[src/rtl/reg_bank_arbiter_pkg.sv]
// Shared definitions for the two-register bank instruction port:
// opcodes, controller state encodings and instruction field helpers.
package reg_bank_arbiter_pkg;

  localparam int INST_W = 12;
  localparam int CODE_W = 4;
  localparam int IMM_W  = 8;

  localparam logic [CODE_W-1:0] OP_NOP = 4'h0;
  localparam logic [CODE_W-1:0] OP_LD0 = 4'h1;
  localparam logic [CODE_W-1:0] OP_LD1 = 4'h2;

  typedef enum logic [1:0] {
    ST_RESET = 2'h0,
    ST_READY = 2'h1,
    ST_ERROR = 2'h2
  } state_t;

  function automatic logic [CODE_W-1:0] inst_code(input logic [INST_W-1:0] inst);
    return inst[INST_W-1:IMM_W];
  endfunction

  function automatic logic [IMM_W-1:0] inst_imm(input logic [INST_W-1:0] inst);
    return inst[IMM_W-1:0];
  endfunction

  // Only NOP/LD0/LD1 are understood by the bank; everything above is illegal.
  function automatic logic is_legal(input logic [CODE_W-1:0] code);
    return (code == OP_NOP) || (code == OP_LD0) || (code == OP_LD1);
  endfunction

endpackage

[src/rtl/reg_bank_arbiter_if.sv]
// Bundles both requester handshakes and the bank-side instruction stream.
interface reg_bank_arbiter_if #(
  parameter int CNT_W = 8
);
  import reg_bank_arbiter_pkg::*;

  logic [INST_W-1:0] req0_inst;
  logic              req0_valid;
  logic              req0_ready;
  logic [INST_W-1:0] req1_inst;
  logic              req1_valid;
  logic              req1_ready;
  logic [INST_W-1:0] inst;
  logic              inst_en;
  logic              last_grant;
  logic              error;
  logic [CNT_W-1:0]  fwd_count;

  modport master (
    output req0_inst, req0_valid, req1_inst, req1_valid,
    input  req0_ready, req1_ready, inst, inst_en, last_grant, error, fwd_count
  );

  modport slave (
    input  req0_inst, req0_valid, req1_inst, req1_valid,
    output req0_ready, req1_ready, inst, inst_en, last_grant, error, fwd_count
  );

endinterface

[src/rtl/reg_bank_arbiter_rr_arb2.sv]
// Combinational two-way round-robin arbiter: picks a winner from the current
// valids and the previous winner; ready goes only to the winner.
module reg_bank_arbiter_rr_arb2 (
  input  logic valid0,
  input  logic valid1,
  input  logic last_grant,
  input  logic enable,
  output logic ready0,
  output logic ready1,
  output logic grant,
  output logic winner
);

  // On a tie the requester that did not win last time gets the slot.
  always_comb begin
    winner = 1'b0;
    if (valid0 && valid1) begin
      winner = ~last_grant;
    end else if (valid1) begin
      winner = 1'b1;
    end
  end

  assign grant  = enable & (valid0 | valid1);
  assign ready0 = grant & ~winner;
  assign ready1 = grant &  winner;

endmodule

[src/rtl/reg_bank_arbiter.sv]
// Shares the bank instruction port between two requesters, forwards legal
// opcodes one cycle after acceptance and halts on the first illegal one.
module reg_bank_arbiter
  import reg_bank_arbiter_pkg::*;
#(
  parameter int CNT_W = 8
) (
  input  logic                clock,
  input  logic                reset,
  reg_bank_arbiter_if.slave   bus
);

  state_t            state_q, state_d;
  logic [INST_W-1:0] inst_q, inst_d;
  logic              inst_en_q, inst_en_d;
  logic              last_grant_q, last_grant_d;
  logic              error_q, error_d;
  logic [CNT_W-1:0]  fwd_count_q, fwd_count_d;

  logic              ready0, ready1, grant, winner;
  logic [INST_W-1:0] win_inst;

  reg_bank_arbiter_rr_arb2 u_arb (
    .valid0     (bus.req0_valid),
    .valid1     (bus.req1_valid),
    .last_grant (last_grant_q),
    .enable     (state_q == ST_READY),
    .ready0     (ready0),
    .ready1     (ready1),
    .grant      (grant),
    .winner     (winner)
  );

  assign win_inst = winner ? bus.req1_inst : bus.req0_inst;

  // Next state and registered outputs; every cycle without a legal transfer
  // drives an empty instruction to the bank.
  always_comb begin
    state_d      = state_q;
    inst_d       = '0;
    inst_en_d    = 1'b0;
    last_grant_d = last_grant_q;
    error_d      = error_q;
    fwd_count_d  = fwd_count_q;
    case (state_q)
      ST_RESET: begin
        state_d = ST_READY;
      end
      ST_READY: begin
        if (grant) begin
          last_grant_d = winner;
          if (is_legal(inst_code(win_inst))) begin
            inst_d      = win_inst;
            inst_en_d   = 1'b1;
            fwd_count_d = fwd_count_q + {{(CNT_W-1){1'b0}}, 1'b1};
          end else begin
            error_d = 1'b1;
            state_d = ST_ERROR;
          end
        end
      end
      default: begin
        // Error, and the unused encoding, hold until reset.
        state_d = ST_ERROR;
        error_d = 1'b1;
      end
    endcase
  end

  always_ff @(posedge clock) begin
    if (!reset) begin
      state_q      <= ST_RESET;
      inst_q       <= '0;
      inst_en_q    <= 1'b0;
      last_grant_q <= 1'b1;
      error_q      <= 1'b0;
      fwd_count_q  <= '0;
    end else begin
      state_q      <= state_d;
      inst_q       <= inst_d;
      inst_en_q    <= inst_en_d;
      last_grant_q <= last_grant_d;
      error_q      <= error_d;
      fwd_count_q  <= fwd_count_d;
    end
  end

  assign bus.req0_ready = ready0;
  assign bus.req1_ready = ready1;
  assign bus.inst       = inst_q;
  assign bus.inst_en    = inst_en_q;
  assign bus.last_grant = last_grant_q;
  assign bus.error      = error_q;
  assign bus.fwd_count  = fwd_count_q;

endmodule
[src/flat_wrapper.sv]
// flat-port wrapper written by rule: the top's interface ports become plain ports
module reg_bank_arbiter_flat import reg_bank_arbiter_pkg::*;
#(
  parameter int CNT_W = 8
)
  (clock, reset, bus_req0_inst, bus_req0_valid, bus_req1_inst, bus_req1_valid, bus_req0_ready, bus_req1_ready, bus_inst, bus_inst_en, bus_last_grant, bus_error, bus_fwd_count);
  reg_bank_arbiter_if #(.CNT_W(CNT_W)) bus_i ();
  input  logic clock;
  input  logic reset;
  input wire logic [$bits(bus_i.req0_inst)-1:0] bus_req0_inst;
  input wire logic [$bits(bus_i.req0_valid)-1:0] bus_req0_valid;
  input wire logic [$bits(bus_i.req1_inst)-1:0] bus_req1_inst;
  input wire logic [$bits(bus_i.req1_valid)-1:0] bus_req1_valid;
  output wire logic [$bits(bus_i.req0_ready)-1:0] bus_req0_ready;
  output wire logic [$bits(bus_i.req1_ready)-1:0] bus_req1_ready;
  output wire logic [$bits(bus_i.inst)-1:0] bus_inst;
  output wire logic [$bits(bus_i.inst_en)-1:0] bus_inst_en;
  output wire logic [$bits(bus_i.last_grant)-1:0] bus_last_grant;
  output wire logic [$bits(bus_i.error)-1:0] bus_error;
  output wire logic [$bits(bus_i.fwd_count)-1:0] bus_fwd_count;
  assign bus_i.req0_inst = bus_req0_inst;
  assign bus_i.req0_valid = bus_req0_valid;
  assign bus_i.req1_inst = bus_req1_inst;
  assign bus_i.req1_valid = bus_req1_valid;
  assign bus_req0_ready = bus_i.req0_ready;
  assign bus_req1_ready = bus_i.req1_ready;
  assign bus_inst = bus_i.inst;
  assign bus_inst_en = bus_i.inst_en;
  assign bus_last_grant = bus_i.last_grant;
  assign bus_error = bus_i.error;
  assign bus_fwd_count = bus_i.fwd_count;
  reg_bank_arbiter #(.CNT_W(CNT_W)) u_core (.clock(clock), .reset(reset), .bus(bus_i));
endmodule
[config.mk]
export PLATFORM = sky130hd
export DESIGN_NAME = reg_bank_arbiter_flat
export DESIGN_NICKNAME = d
export VERILOG_FILES = /design/src/rtl/reg_bank_arbiter_pkg.sv /design/src/rtl/reg_bank_arbiter_if.sv /design/src/rtl/reg_bank_arbiter_rr_arb2.sv /design/src/rtl/reg_bank_arbiter.sv /design/src/flat_wrapper.sv
export SDC_FILE = /design/constraint.sdc
export NUM_CORES = 1
export LEC_CHECK = 0
export BUFFER_PORTS_ARGS = -buffer_cell sky130_fd_sc_hd__clkbuf_2
export CORE_ASPECT_RATIO = 0.6
export CORE_MARGIN = 4
export CORE_UTILIZATION = 35
export CTS_CLUSTER_DIAMETER = 60
export DETAILED_ROUTE_END_ITERATION = 16
export GPL_ROUTABILITY_DRIVEN = 0
export PLACE_DENSITY = 0.68
export SYNTH_ARGS = -nofsm -noshare
export SYNTH_HDL_FRONTEND = slang
export SYNTH_SLANG_ARGS = --single-unit
[constraint.sdc]
create_clock -name clock -period 4.7 [get_ports clock]
set_clock_uncertainty 0.2 [all_clocks]
set_input_delay 0.47 -clock clock [delete_from_list [all_inputs] [get_ports clock]]
set_output_delay 0.47 -clock clock [all_outputs]
set_load 0.01 [all_outputs]
# Yosys cells after proc, flatten, opt, wreduce, memory -nomap -nowiden
# Cells that the tools add are included.
# W data, S select, Z words.
[totals]
in_bits = 28
ff_bits = 25
word_cells = 40
output_inout_bits = 25
[op_classes]
eq_ne = 5
reduce_logical = 11
n_mux = 10
bitwise_logic = 7
addsub = 1
[op_table]
columns = ["op", "count"]
rows = [
  ["$mux W12", 1],
  ["$reduce_and A3 Y1", 3],
  ["$add A8 B1 Y8 const B", 1],
  ["$mux W1", 5],
  ["$eq A4 B1 Y1 const B", 1],
  ["$eq A4 B2 Y1 const B", 1],
  ["$logic_not A4 Y1", 1],
  ["$mux W2", 2],
  ["$pmux W2 S2", 1],
  ["$reduce_and A2 Y1", 2],
  ["$reduce_and A4 Y1", 1],
  ["$and A1 B1 Y1", 3],
  ["$not A1 Y1", 3],
  ["$eq A2 B1 Y1 const B", 1],
  ["$logic_not A2 Y1", 1],
  ["$logic_or A1 B1 Y1", 2],
  ["$ne A2 B1 Y1 const B", 1],
  ["$ne A2 B2 Y1 const B", 1],
  ["$pmux W1 S2", 1],
  ["$logic_and A1 B1 Y1", 1],
  ["$or A1 B1 Y1", 1],
]

# Logic depth before layout (Yosys ltp)
# Gate-level depths: netlist of run 1.
[depth]
ltp_word = 9
mapped_depth = 6
depth_no_buf = 4

# Modules after synthesis
# A second synthesis of run 1 with hierarchy kept.
[hier_totals]
hier_cells = 108
area_unflattened_um2 = 1032.2
[by_module_without_submodules]
columns = ["mod", "seq_area_each_um2", "instances", "cells_per_inst", "area_each_um2"]
rows = [
  ["reg_bank_arbiter", 500.5, 1, 102, 994.7],
  ["reg_bank_arbiter_rr_arb2", 0.0, 1, 6, 37.5],
]

# Worst setup path after synthesis of run 1
# OpenSTA, ideal clock, no wires.
[synth_path]
path_kind = "input to output"
startpoint = "in bus_req1_valid"
endpoint = "out bus_req1_ready"
t_required_ns = 4.030
arrival_ns = 1.314
cell_stages = 5
path_buffers = 2
slack_ns = 2.716
cell_sequence = "o21ai_1 -> or2_0 -> clkbuf_1 -> clkbuf_1 -> nor2_1"
[synth_via]
elab_chain_cells = 3
elab_cells_between_ends = 6
cone_classes = "mux (2); bitwise (3); reduce/logical (1)"
[synth_rtl]
columns = ["item", "line", "text"]
rows = [
  ["start, declared", "flat_wrapper.sv:13", "input wire logic [$bits(bus_i.req1_valid)-1:0] bus_req1_valid;"],
  ["$or A1 B1 Y1 (tied with other cells)", "reg_bank_arbiter_rr_arb2.sv:24", "assign grant = enable & (valid0 | valid1);"],
  ["$and A1 B1 Y1 or $mux W1 (tied branches)", "reg_bank_arbiter_rr_arb2.sv:24, reg_bank_arbiter_rr_arb2.sv:17", ""],
  ["$and A1 B1 Y1 *", "reg_bank_arbiter_rr_arb2.sv:26", "assign ready1 = grant & winner;"],
  ["end, declared", "flat_wrapper.sv:15", "output wire logic [$bits(bus_i.req1_ready)-1:0] bus_req1_ready;"],
]
# Every way passes the cells marked *; elsewhere a longest branch is shown, timed or not.

# Final worst setup path of run 1
[layout_path]
startpoint = "reg u_core.last_grant_q, in the netlist u_core.bus.last_grant"
endpoint = "reg u_core.state_q[0]"
[layout_via]
elab_chain_cells = 8
elab_cells_between_ends = 10
cone_classes = "eq/ne (3); mux (2); bitwise (1); reduce/logical (4)"
[layout_rtl]
columns = ["item", "line", "text"]
rows = [
  ["start, declared", "reg_bank_arbiter.sv:16", "logic last_grant_q, last_grant_d;"],
  ["start signal, assigned", "reg_bank_arbiter.sv:82", "last_grant_q <= last_grant_d;"],
  ["$not A1 Y1 *", "reg_bank_arbiter_rr_arb2.sv:18", "winner = ~last_grant;"],
  ["$mux W1 *", "reg_bank_arbiter_rr_arb2.sv:17", "if (valid0 && valid1) begin"],
  ["$mux W12 *", "reg_bank_arbiter.sv:34", "assign win_inst = winner ? bus.req1_inst : bus.req0_inst;"],
  ["$eq A4 B1 Y1 or $logic_not A4 Y1 (tied branches)", "reg_bank_arbiter_pkg.sv:29", "return (code == OP_NOP) || (code == OP_LD0) || (code == OP_LD1);"],
  ["$logic_or A1 B1 Y1", "reg_bank_arbiter_pkg.sv:29", ""],
  ["$logic_or A1 B1 Y1 *", "reg_bank_arbiter_pkg.sv:29", ""],
  ["$ne A2 B2 Y1 (no line) *", "-", ""],
  ["$reduce_and A2 Y1 (no line) *", "-", ""],
  ["end signal, assigned", "reg_bank_arbiter.sv:79", "state_q <= state_d;"],
  ["end, declared", "reg_bank_arbiter.sv:13", "state_t state_q, state_d;"],
]
# Marks and branches as above.
# A chain may end at the register's enable or synchronous reset.

==> qor.csv, run 1 <==
stage;metric;value;unit
outcome;status;complete, no violations;
synthesis;synth_edf_count;0;
placed_design;dp.cells;196;
synthesis;async_flop_share;0;%
synthesis;synth.distinct_cells;26;
pwr;p_clk_share;30.9;%
synthesis;syn_area;987.2;um^2
global_routing;use_met2;23.32;%
finish;drive_above_1_share;33.93;%
finish;stdcell_count;200;
finish;utilization;50.63;%
critical_path;regToRegSetupSlack;2.23;ns
timing;rsz0062_at_grt;false;
floorplanning;die_y;49.14;um
timing;maxSlewViolCount;0;
critical_path;path_buf_inv;0;
route;detail_route.vias_per_cell;5.060;
route;ant_nets;0;
global_routing;top_usage_layer;met2;
cts;cts_buffer_depth;2;
pwr;swShare;24.23;%
synthesis;synthFlopType;dfxtp_1;
global_routing;use_met3;4.613;%
pwr;ir_drop;169.3;uV
critical_path;cp_num_cells;4;
cts;cts_tree;yes;
timing;fmax;0.4053;GHz
critical_path;required;4.66;ns
critical_path;cp_cell_sequence;a21boi_2 -> mux2i_1 -> a21oi_1 -> and2_1;
pwr;pwr_density_cell;300.6;mW/mm^2
route;drc;0;
timing;slew_headroom;32.91;%
floorplanning;die-area;0.003762;mm^2
synthesis;synth_warnings;0;
global_routing;grt_use_total;13.69;%
global_routing;grt_max_degree;17;
cts;cts_made_buffers;3;
cts;clk_pin_slew;0.08;ns
floorplanning;start_util;38.08;%
critical_path;reg2reg_to;u_core.state_q[0];
synthesis;synth-seq-area-share;50.70;%
critical_path;crit_start;u_core.bus.last_grant;
synthesis;synth_top_area_share;50.70;%
global_routing;grt.met1_usage;16.93;%
pwr;p_int;0.2989;mW
floorplanning;io_pins;53;
critical_path;cp_data_arrival_time;2.43;ns
route;via_count;1012;
critical_path;timing.rr.start;u_core.bus.last_grant;
global_routing;grt_pass1_wl;4271;um
cts;cts_hold_buf;0;
critical_path;max_stage_delay;0.88;ns
pwr;combPwrFrac;12.9;%
critical_path;worstSetupEndpointType;flip-flop;
timing;finalSetupTns;0;ns
cts;cts_resized;0;
timing;finalHoldViolCount;0;
synthesis;ys_top_cells_by_area;dfxtp_1 (51%), a21oi_1 (9.6%), nand2_1 (9.1%);
cts;clk-insertion-delay-late;0.26;ns
global_routing;overflow;0;
worst_hold_path;hold_class;in -> reg;
finish;antenna_cells;0;
critical_path;crit_path_end;u_core.state_q[0];
critical_path;r2r_cells;4;
pwr;pwr-share-seq;56.1;%
route;drtIter0Drc;69;
critical_path;critPathLaunchType;flip-flop;
critical_path;crit_slowest_cell;mux2i_1;
synthesis;ys_ff_latch;25;
timing;post-route-period-util;52.50;%
placed_design;dp_hpwl;1998;um
timing;holdWs;0.2225;ns
cts;clock-sinks;25;
timing;fin_crit;2.467;ns
cts;root_buffer;clkbuf_8;
finish;fillers;260;
synthesis;avgSynthCellArea;8.438;um^2
finish;area_growth;32.95;%
synthesis;yosysMostFrequentCell;dfxtp_1;
placed_design;portBuffers;52;
global_routing;grt_antenna_before_repair;0;
run;drv_cap;0;
finish;nets;198;
critical_path;cp_max_fo;14;
route;drtPass1Iterations;4;
floorplanning;rows;14;
route;drt_wl_total;2535;um
timing;tightest_slew;0.9784;ns
timing;setup_viol;0;
global_routing;grt_pass1_vias;947;
floorplanning;fp.dieW;76.57;um
cts;cts_setup_buffers;0;
critical_path;cpLargestDelayFamily;multiplexers;
critical_path;crit_type;reg -> reg;
cts;cts.htree.levels;1;
synthesis;yosys.area.top_type;dfxtp_1;
synthesis;syn_inst;117;
pwr;p_sw;0.09559;mW
synthesis;synth_common_cells;dfxtp_1 (25), nand2_1 (24), a21oi_1 (19);
route;wl_per_cell;12.68;um
pwr;p_leak;0.6287;nW
floorplanning;core_area;0.002592;mm^2
[kinds of logic after synthesis]
logic type | Yosys count | synth area share (%)
AOI/OAI and AO/OA | 31 | 18.50
DFF | 25 | 50.70
adders and majority gates | 1 | 1.267
buffers and inverters | 10 | 3.928
muxes | 3 | 3.169
other | 1 | 0.3799
and+or+nand+nor | 46 | 22.06
[metal layers]
| layer | up-vias | share of wire (%) |
|---|---|---|
| li1 | 507 | - |
| met3 | 4 | 5.7 |
| met1 | 477 | 46 |
| met5 | - | 0 |
| met2 | 24 | 48 |
| met4 | 0 | 0.55 |
[layout make-up]
class                      instances  area, um^2  share of cell area, %
multi-input combinational         83       451.7                  34.41
clock buffer                       4       45.04                  3.432
timing repair buffer              52       260.3                  19.83
sequential                        25       500.5                  38.13
inverter                           4       15.01                  1.144
tap                               32       40.04                  3.051
[metrics by stage]
stage	power, mW	area, um^2	setup WS, ns
after floorplan	0.2552	991.0	2.716
after global placement	0.2763	1267	2.165
after detailed placement	0.2775	1267	2.036
after CTS	0.4004	1313	2.267
after global routing	0.4158	1313	1.953
final	0.3945	1313	2.233
[worst min path at each step]
stage                     cells past startpoint                  to             start  slack (ns)
after floorplan                               2    u_core.bus.error  u_core.bus.error        0.27
after global placement                        2    u_core.bus.error  u_core.bus.error        0.23
after detailed placement                      2    u_core.bus.error  u_core.bus.error        0.24
after CTS                                     3  u_core.bus.inst[2]  bus_req1_inst[2]        0.22
after global routing                          3  u_core.bus.inst[2]  bus_req1_inst[2]        0.22
final                                         3  u_core.bus.inst[2]  bus_req1_inst[2]        0.22
[state kept, by name (all words and copies together), names as in the netlist]
register               flops
u_core.bus.fwd_count       8
u_core.bus.inst_en         1
u_core.bus.error           1
u_core.bus.last_grant      1
u_core.state_q             2
u_core.bus.inst           12
[worst reg2reg max path, cell delays in order, from the launching register on]
cell      delay (ns)
dfxtp_1         0.34
a21boi_2        0.49
mux2i_1         0.88
a21oi_1         0.24
and2_1          0.21
[cells in the final DEF, fill, tap and decap left out, types with 2 or more instances in the layout]
master / instances
clkbuf_2: 52
dfxtp_1: 25
nand2_1: 24
a21oi_1: 19
nand3_1: 7
o31ai_1: 5
or4_1: 5
nor2_1: 4
inv_1: 3
clkbuf_8: 3
a211oi_1: 2
mux2i_1: 2
o21ai_0: 2
conb_1: 2
[power by group through the flow]
stage	logic (mW)	registers (mW)	clock network, mW
2_1_floorplan	0.0268	0.228	0
3_3_place_gp	0.0499	0.226	0
3_5_place_dp	0.0510	0.226	0
4_1_cts	0.0513	0.222	0.128
5_1_grt	0.0570	0.222	0.136
6_report	0.0511	0.221	0.122
(Power assumes the default switching activity.)
==> run 2: changes to the inputs <==
PLACE_DENSITY = 0.71   (was 0.68)
clock period = 2.1 ns   (was 4.7 ns; I/O delays follow)
==> run 2 against run 1 <==
  * Hold slack got worse by 0.17 ns
  * Via count increased by 16%
  * Total power increased by 140%
  * Non-clock buffer count increased by 22
  * Setup slack got worse by 2.2 ns
  * Die area unchanged
  * Cell area increased by 19%
  * Critical endpoint is now u_core.bus.fwd_count[6]
  * Critical path type is now in -> reg
==> qor.csv, run 2 (synthesized netlist as in run 1, its figures left out) <==
stage;metric;value;unit;change
critical_path;cp_data_arrival_time;2.06;ns;was 2.43 ns
critical_path;regToRegSetupSlack;0.12;ns;was 2.23 ns
timing;fin_crit;2.072;ns;
placed_design;dpl-instance-area;0.001282;mm^2;was 0.001267 mm^2
finish;largest_reg_flops;12;;unchanged
critical_path;critPathLaunchType;input pin;;was flip-flop
route;detail_route.vias_per_cell;5.247;;was 5.060
pwr;pwr_density_cell;599.7;mW/mm^2;was 300.6 mW/mm^2
critical_path;timing.rr.start;u_core.bus.last_grant;;unchanged
pwr;swShare;25.19;%;was 24.23%
critical_path;cp_max_fo;7;;was 14
route;drtPass1Iterations;4;;unchanged
critical_path;required;2.09;ns;was 4.66 ns
cts;clk-insertion-delay-late;0.26;ns;about the same
timing;finalSetupTns;0;ns;unchanged
outcome;status;complete, no violations;;unchanged
critical_path;crit_slowest_cell;dlygate4sd3_1;;was mux2i_1
cts;clock-sinks;25;;unchanged
floorplanning;die-area;0.003762;mm^2;unchanged
finish;area_growth;58.43;%;was 32.95%
global_routing;grt_pass1_vias;1177;;was 947
finish;nets;220;;was 198
cts;clk_pin_slew;0.08;ns;about the same
route;ant_nets;0;;unchanged
route;drt_wl_total;3583;um;was 2535 um
finish;final_cell_mix;clkbuf_2 (49), dfxtp_1 (25), nand2_1 (24), a21oi_1 (18), dlygate4sd3_1 (18);;was clkbuf_2 (52), dfxtp_1 (25), nand2_1 (24), a21oi_1 (19), nand3_1 (7)
pwr;combPwrFrac;17.5;%;was 12.9%
finish;final_common_cell;clkbuf_2;;unchanged
floorplanning;rows;14;;unchanged
critical_path;max_stage_delay;0.59;ns;was 0.88 ns
run;drv_cap;0;;unchanged
critical_path;crit_type;in -> reg;;was reg -> reg
pwr;p_int;0.7017;mW;was 0.2989 mW
global_routing;grt_max_degree;17;;unchanged
floorplanning;fp.dieW;76.57;um;unchanged
route;via_count;1170;;was 1,012
floorplanning;die_y;49.14;um;unchanged
global_routing;overflow;0;;unchanged
cts;cts_made_buffers;3;;unchanged
pwr;p_clk_share;29.6;%;was 30.9%
critical_path;cp_cell_sequence;dlygate4sd3_1 -> a211oi_2 -> mux2i_1 -> buf_4 -> or4_1 -> a21oi_1;;was a21boi_2 -> mux2i_1 -> a21oi_1 -> and2_1
route;wl_per_cell;16.07;um;was 12.68 um
critical_path;worstSetupEndpointType;flip-flop;;unchanged
cts;cts_tree;yes;;unchanged
timing;finalHoldViolCount;0;;unchanged
pwr;p_sw;0.2362;mW;was 0.09559 mW
pwr;ir_drop;387.9;uV;was 169.3 uV
critical_path;reg2reg_to;u_core.bus.fwd_count[6];;was u_core.state_q[0]
finish;utilization;60.33;%;was 50.63%
global_routing;grt_antenna_before_repair;1;;was 0
timing;maxSlewViolCount;0;;unchanged
critical_path;r2r_cells;5;;was 4
global_routing;grt_use_total;19.70;%;was 13.69%
cts;cts.htree.levels;1;;unchanged
cts;root_buffer;clkbuf_8;;unchanged
floorplanning;core_area;0.002592;mm^2;unchanged
pwr;pwr-share-seq;52.9;%;was 56.1%
pwr;finalPower;0.9379;mW;was 0.3945 mW
route;drc;0;;unchanged
placed_design;portBuffers;52;;unchanged
floorplanning;io_pins;53;;unchanged
timing;post-route-period-util;98.65;%;
floorplanning;start_util;38.08;%;unchanged
worst_hold_path;hold_class;in -> reg;;unchanged
route;drtIter0Drc;81;;was 69
timing;fmax;0.4827;GHz;
global_routing;grt_pass1_wl;5775;um;was 4271 um
finish;fillers;244;;was 260
pwr;p_leak;0.7452;nW;was 0.6287 nW
cts;cts_buffer_depth;2;;unchanged
timing;setup_viol;0;;unchanged
critical_path;crit_start;bus_req0_inst[8];;was u_core.bus.last_grant
finish;fin_area;0.001564;mm^2;was 0.001313 mm^2
finish;drive_above_1_share;33.16;%;was 33.93%
critical_path;crit_path_end;u_core.bus.fwd_count[6];;was u_core.state_q[0]
placed_design;dp_hpwl;1982;um;was 1998 um
==> run 2: routing by layer <==
metal | wire length (um) | global-route usage [%] | vias to the layer above | share of wire (%)
met5 | 0 | 0 | - | 0
met4 | 197 | 13.25 | 0 | 5.5
met3 | 265 | 5.720 | 16 | 7.4
met2 | 1758 | 34.55 | 74 | 49
met1 | 1362 | 20.71 | 531 | 38
li1 | - | - | 549 | -
==> run 2: power groups by stage <==
stage	Combinational, mW	Clock, mW	Sequential (mW)
5_1_grt	0.179	0.307	0.499
4_1_cts	0.148	0.289	0.496
2_1_floorplan	0.0600	0	0.511
3_5_place_dp	0.118	0	0.507
3_3_place_gp	0.116	0	0.506
6_report	0.164	0.278	0.496
==> run 2: how the worst min path moves through the flow <==
stage | slack [ns] | from | endpoint | depth (start not counted)
2_1_floorplan | 0.13 | reset | u_core.state_q[0] | 1
3_3_place_gp | 0.23 | u_core.bus.error | u_core.bus.error | 2
3_5_place_dp | 0.24 | bus_req0_inst[7] | u_core.bus.inst[7] | 3
4_1_cts | 0.03 | reset | u_core.bus.fwd_count[2] | 3
5_1_grt | 0.07 | reset | u_core.state_q[0] | 2
6_report | 0.05 | reset | u_core.bus.fwd_count[2] | 3
==> run 2: cell type report <==
| class | count | area [um^2] | area share [%] |
|---|---|---|---|
| flip-flops and latches | 25 | 500.5 | 32.00 |
| diodes | 1 | 2.502 | 0.1600 |
| inverters | 4 | 15.01 | 0.9600 |
| repair buffers | 74 | 491.7 | 31.44 |
| multi-input cells | 83 | 469.2 | 30.00 |
| well taps | 32 | 40.04 | 2.560 |
| clock buffers | 4 | 45.04 | 2.880 |
==> run 2: critical path: cells and delay by family <==
family	cells	cell delay, ns
AO/OA/AOI/OAI	2	0.44
buffers and inverters	2	0.78
multiplexers	1	0.17
AND/OR/NAND/NOR	1	0.46
==> run 2: what timing repair did <==
| action | 4_1_cts | 5_1_grt |
|---|---|---|
| setup endpoints to repair | 0 | 19 |
| gates resized for setup | 0 | 7 |
| setup buffers | 0 | 2 |
| endpoints found under the hold margin | 10 | 0 |
| hold buffers | 20 | 0 |
==> run 2: through the flow <==
| stage | setup slack [ns] | hold slack (ns) | instances |
|---|---|---|---|
| after global placement | 0.2535 | 0.2332 | 198 |
| after CTS | 0.02118 | 0.03279 | 222 |
| after floorplan | 0.3844 | 0.1317 | 118 |
| after global routing | -0.04545 | 0.06813 | 223 |
| final | 0.02841 | 0.04797 | 223 |
| after detailed placement | 0.2136 | 0.2426 | 198 |
==> run 3: changes to the inputs <==
ABC_AREA = 1   (was not set)
CELL_PAD_IN_SITES_DETAIL_PLACEMENT = 1   (was not set)
CELL_PAD_IN_SITES_GLOBAL_PLACEMENT = 2   (was not set)
CORE_UTILIZATION = 21   (was 35)
PLACE_DENSITY = 0.77   (was 0.71)
==> run 3 against run 2 <==
  * Die area is 74% higher
  * Count of clock-buffer cells in the layout stayed put
  * Sequential power hardly changed
  * Utilization is 26 points lower
  * Combinational power is 13% higher
  * First-iteration DRC count is 44% lower
  * Largest cell class is now multi-input gates
  * Highest routed layer unchanged
==> qor.csv, run 3 <==
stage;metric;value;unit;change
placed_design;portBuffers;52;;unchanged
cts;cts_buffer_depth;2;;unchanged
floorplanning;die_y;64.25;um;was 49.14 um
global_routing;grt_pass1_vias;1182;;was 1,177
critical_path;worstSetupEndpointType;flip-flop;;unchanged
run;drv_cap;0;;unchanged
synthesis;synth_warnings;0;;unchanged
floorplanning;start_util;21.80;%;was 38.08%
pwr;pwr-share-seq;51.2;%;was 52.9%
timing;fmax;0.4949;GHz;was 0.4827 GHz
synthesis;syn_area;0.001107;mm^2;was 987.2 um^2
synthesis;async_flop_share;0;%;unchanged
outcome;status;complete, no violations;;unchanged
critical_path;cp_data_arrival_time;2.04;ns;was 2.06 ns
synthesis;synth.distinct_cells;22;;was 26
critical_path;max_stage_delay;0.56;ns;was 0.59 ns
critical_path;reg2reg_to;u_core.bus.inst[6];;was u_core.bus.fwd_count[6]
cts;cts_made_buffers;3;;unchanged
route;drt_wl_total;3680;um;was 3583 um
cts;clk_pin_slew;0.09;ns;was 0.08 ns
synthesis;ys_top_cells_by_area;dfxtp_1 (45%), nand2_1 (18%), a21oi_1 (8.1%);;was dfxtp_1 (51%), a21oi_1 (9.6%), nand2_1 (9.1%)
synthesis;synthFlopType;dfxtp_1;;unchanged
route;detail_route.vias_per_cell;4.212;;was 5.247
finish;multi_input_comb_area;583.1;um^2;was 469.2 um^2
synthesis;syn_inst;152;;was 117
critical_path;path_buf_inv;1;;was 2
global_routing;overflow;0;;unchanged
placed_design;dp_hpwl;2640;um;was 1982 um
synthesis;synth_top_area_share;45.20;%;was 50.70%
floorplanning;core_area;0.005080;mm^2;was 0.002592 mm^2
synthesis;yosysMostFrequentCell;nand2_1;;was dfxtp_1
global_routing;grt_use_total;11.29;%;was 19.70%
pwr;combPwrFrac;19.0;%;was 17.5%
pwr;p_int;0.7021;mW;was 0.7017 mW
global_routing;grt_antenna_before_repair;0;;was 1
placed_design;dpl-instance-area;0.001443;mm^2;was 0.001282 mm^2
critical_path;crit_slowest_cell;dlygate4sd3_1;;unchanged
global_routing;grt_max_degree;16;;was 17
critical_path;crit_type;reg -> reg;;was in -> reg
floorplanning;rows;20;;was 14
cts;clock-sinks;25;;unchanged
critical_path;regToRegSetupSlack;0.08;ns;was 0.12 ns
pwr;pwr_density_cell;563.5;mW/mm^2;was 599.7 mW/mm^2
synthesis;avgSynthCellArea;7.285;um^2;was 8.438 um^2
critical_path;cpLargestDelayFamily;buffers and inverters;;unchanged
timing;maxSlewViolCount;0;;unchanged
synthesis;synth_edf_count;0;;unchanged
synthesis;yosys.area.top_type;dfxtp_1;;unchanged
worst_hold_path;whs_endpoint;u_core.bus.inst[8];;was u_core.bus.fwd_count[2]
route;drc;0;;unchanged
floorplanning;fp.dieW;101.7;um;was 76.57 um
synthesis;synth-seq-area-share;45.20;%;was 50.70%
synthesis;synth_common_cells;nand2_1 (52), dfxtp_1 (25), a21oi_1 (18);;was dfxtp_1 (25), nand2_1 (24), a21oi_1 (19)
timing;post-route-period-util;96.22;%;was 98.65%
critical_path;r2r_cells;6;;was 5
route;via_count;1230;;was 1,170
global_routing;grt_pass1_wl;5782;um;was 5775 um
critical_path;critPathLaunchType;flip-flop;;was input pin
timing;finalHoldViolCount;0;;unchanged
timing;setup_slack;0.07945;ns;was 0.02841 ns
worst_hold_path;worstHoldPathCells;5;;was 3
critical_path;required;2.12;ns;was 2.09 ns
pwr;p_leak;0.8310;nW;was 0.7452 nW
finish;fin_area;0.001728;mm^2;was 0.001564 mm^2
synthesis;ys_ff_latch;25;;unchanged
finish;seqCellArea;501.7;um^2;was 500.5 um^2
timing;holdWs;0.09019;ns;was 0.04797 ns
finish;fillers;645;;was 244
timing;fin_crit;2.021;ns;was 2.072 ns
finish;antenna_cells;0;;was 1
critical_path;timing.rr.start;u_core.bus.last_grant;;unchanged
floorplanning;io_pins;53;;unchanged
pwr;p_sw;0.2715;mW;was 0.2362 mW
finish;final_cell_mix;clkbuf_2 (52), nand2_1 (50), dfxtp_1 (24), a21oi_1 (16), dlygate4sd3_1 (16);;was clkbuf_2 (49), dfxtp_1 (25), nand2_1 (24), a21oi_1 (18), dlygate4sd3_1 (18)
cts;cts.htree.levels;1;;unchanged
route;drtIter0Drc;45;;was 81
cts;cts_tree;yes;;unchanged
finish;largest_reg_flops;12;;unchanged
pwr;p_clk_share;29.9;%;was 29.6%
cts;clk-insertion-delay-late;0.27;ns;was 0.26 ns
finish;nets;256;;was 220
critical_path;cp_max_fo;15;;was 7
timing;setup_viol;0;;unchanged
finish;final_common_cell;clkbuf_2;;unchanged
worst_hold_path;holdCritStartpoint;bus_req0_inst[8];;was reset
worst_hold_path;hold_class;in -> reg;;unchanged
placed_design;dp_slack;0.4078;ns;was 0.2136 ns
pwr;ir_drop;270.2;uV;was 387.9 uV
cts;root_buffer;clkbuf_8;;unchanged
route;wl_per_cell;12.60;um;was 16.07 um
floorplanning;die-area;0.006537;mm^2;was 0.003762 mm^2
finish;utilization;34.01;%;was 60.33%
pwr;swShare;27.88;%;was 25.19%
critical_path;cp_cell_sequence;nand2_4 -> nand2_8 -> o21ai_4 -> nand4_4 -> a21oi_1 -> dlygate4sd3_1;;was dlygate4sd3_1 -> a211oi_2 -> mux2i_1 -> buf_4 -> or4_1 -> a21oi_1
finish;drive_above_1_share;31.42;%;was 33.16%
route;drtPass1Iterations;4;;unchanged
finish;area_growth;56.05;%;was 58.43%
pwr;finalPower;0.9736;mW;was 0.9379 mW
route;ant_nets;0;;unchanged
## run 3: cell type report
type / count / share of cell area (%)
multi-input cells: 110 / 33.74
well taps: 66 / 4.779
repair buffers: 73 / 26.72
inverters: 14 / 3.114
clock buffers: 4 / 2.607
flip-flops and latches: 25 / 29.04
## run 3: repair_timing
item,4_1_cts,5_1_grt
setup buffers,0,2
setup endpoints to repair,0,8
hold endpoints to repair,8,1
hold buffers,16,1
gates resized for setup,0,11
## run 3: metal layers
layer	vias to the layer above	wire length, um	track usage, %	share of wire [%]
met2	29	1457	15.72	40
met4	0	29	2.488	0.79
li1	645	-	-	-
met1	554	1955	16.45	53
met5	-	0	0	0
met3	2	238	3.926	6.5
## run 3: worst max path at each step
| stage | slack [ns] | endpoint | start | cells past startpoint |
|---|---|---|---|---|
| global route | -0.004 | u_core.bus.inst[2] | u_core.bus.last_grant | 8 |
| CTS | 0.04 | u_core.bus.inst[3] | u_core.bus.last_grant | 7 |
| detailed placement | 0.41 | u_core.bus.fwd_count[3] | bus_req0_valid | 9 |
| floorplan | 0.65 | u_core.bus.inst[8] | u_core.bus.last_grant | 10 |
| global placement | 0.44 | u_core.bus.fwd_count[5] | u_core.bus.last_grant | 8 |
| finish | 0.08 | u_core.bus.inst[6] | u_core.bus.last_grant | 6 |
## run 3: power groups by stage
stage	clock (mW)	sequential, mW	combinational (mW)
after global routing	0.324	0.500	0.206
after global placement	0	0.508	0.147
after detailed placement	0	0.508	0.146
after floorplan	0	0.513	0.0796
final	0.291	0.498	0.185
after CTS	0.304	0.497	0.160
## run 3: cell families after synthesis
family                   count (synthesis)  share of synthesized area, %
AO/OA/AOI/OAI                           24                         11.19
XOR/XNOR                                 1                        0.7911
adder cells (fa/ha/maj)                  1                         1.130
buffers and inverters                   19                         7.908
flip-flops                              25                         45.20
other                                    1                        0.3387
AND/OR/NAND/NOR                         81                         33.45
## run 3: worst min-delay path, stage by stage
cell	delay, ns
clkbuf_2	0.08
nand2_1	0.06
nand2_2	0.08
nand2_1	0.06
inv_1	0.04
## run 3: through the flow
step                setup TNS, ns  cells
global placement                0    269
floorplan                       0    153
global route            -0.007701    292
detailed placement              0    269
CTS                             0    289
finish                          0    292
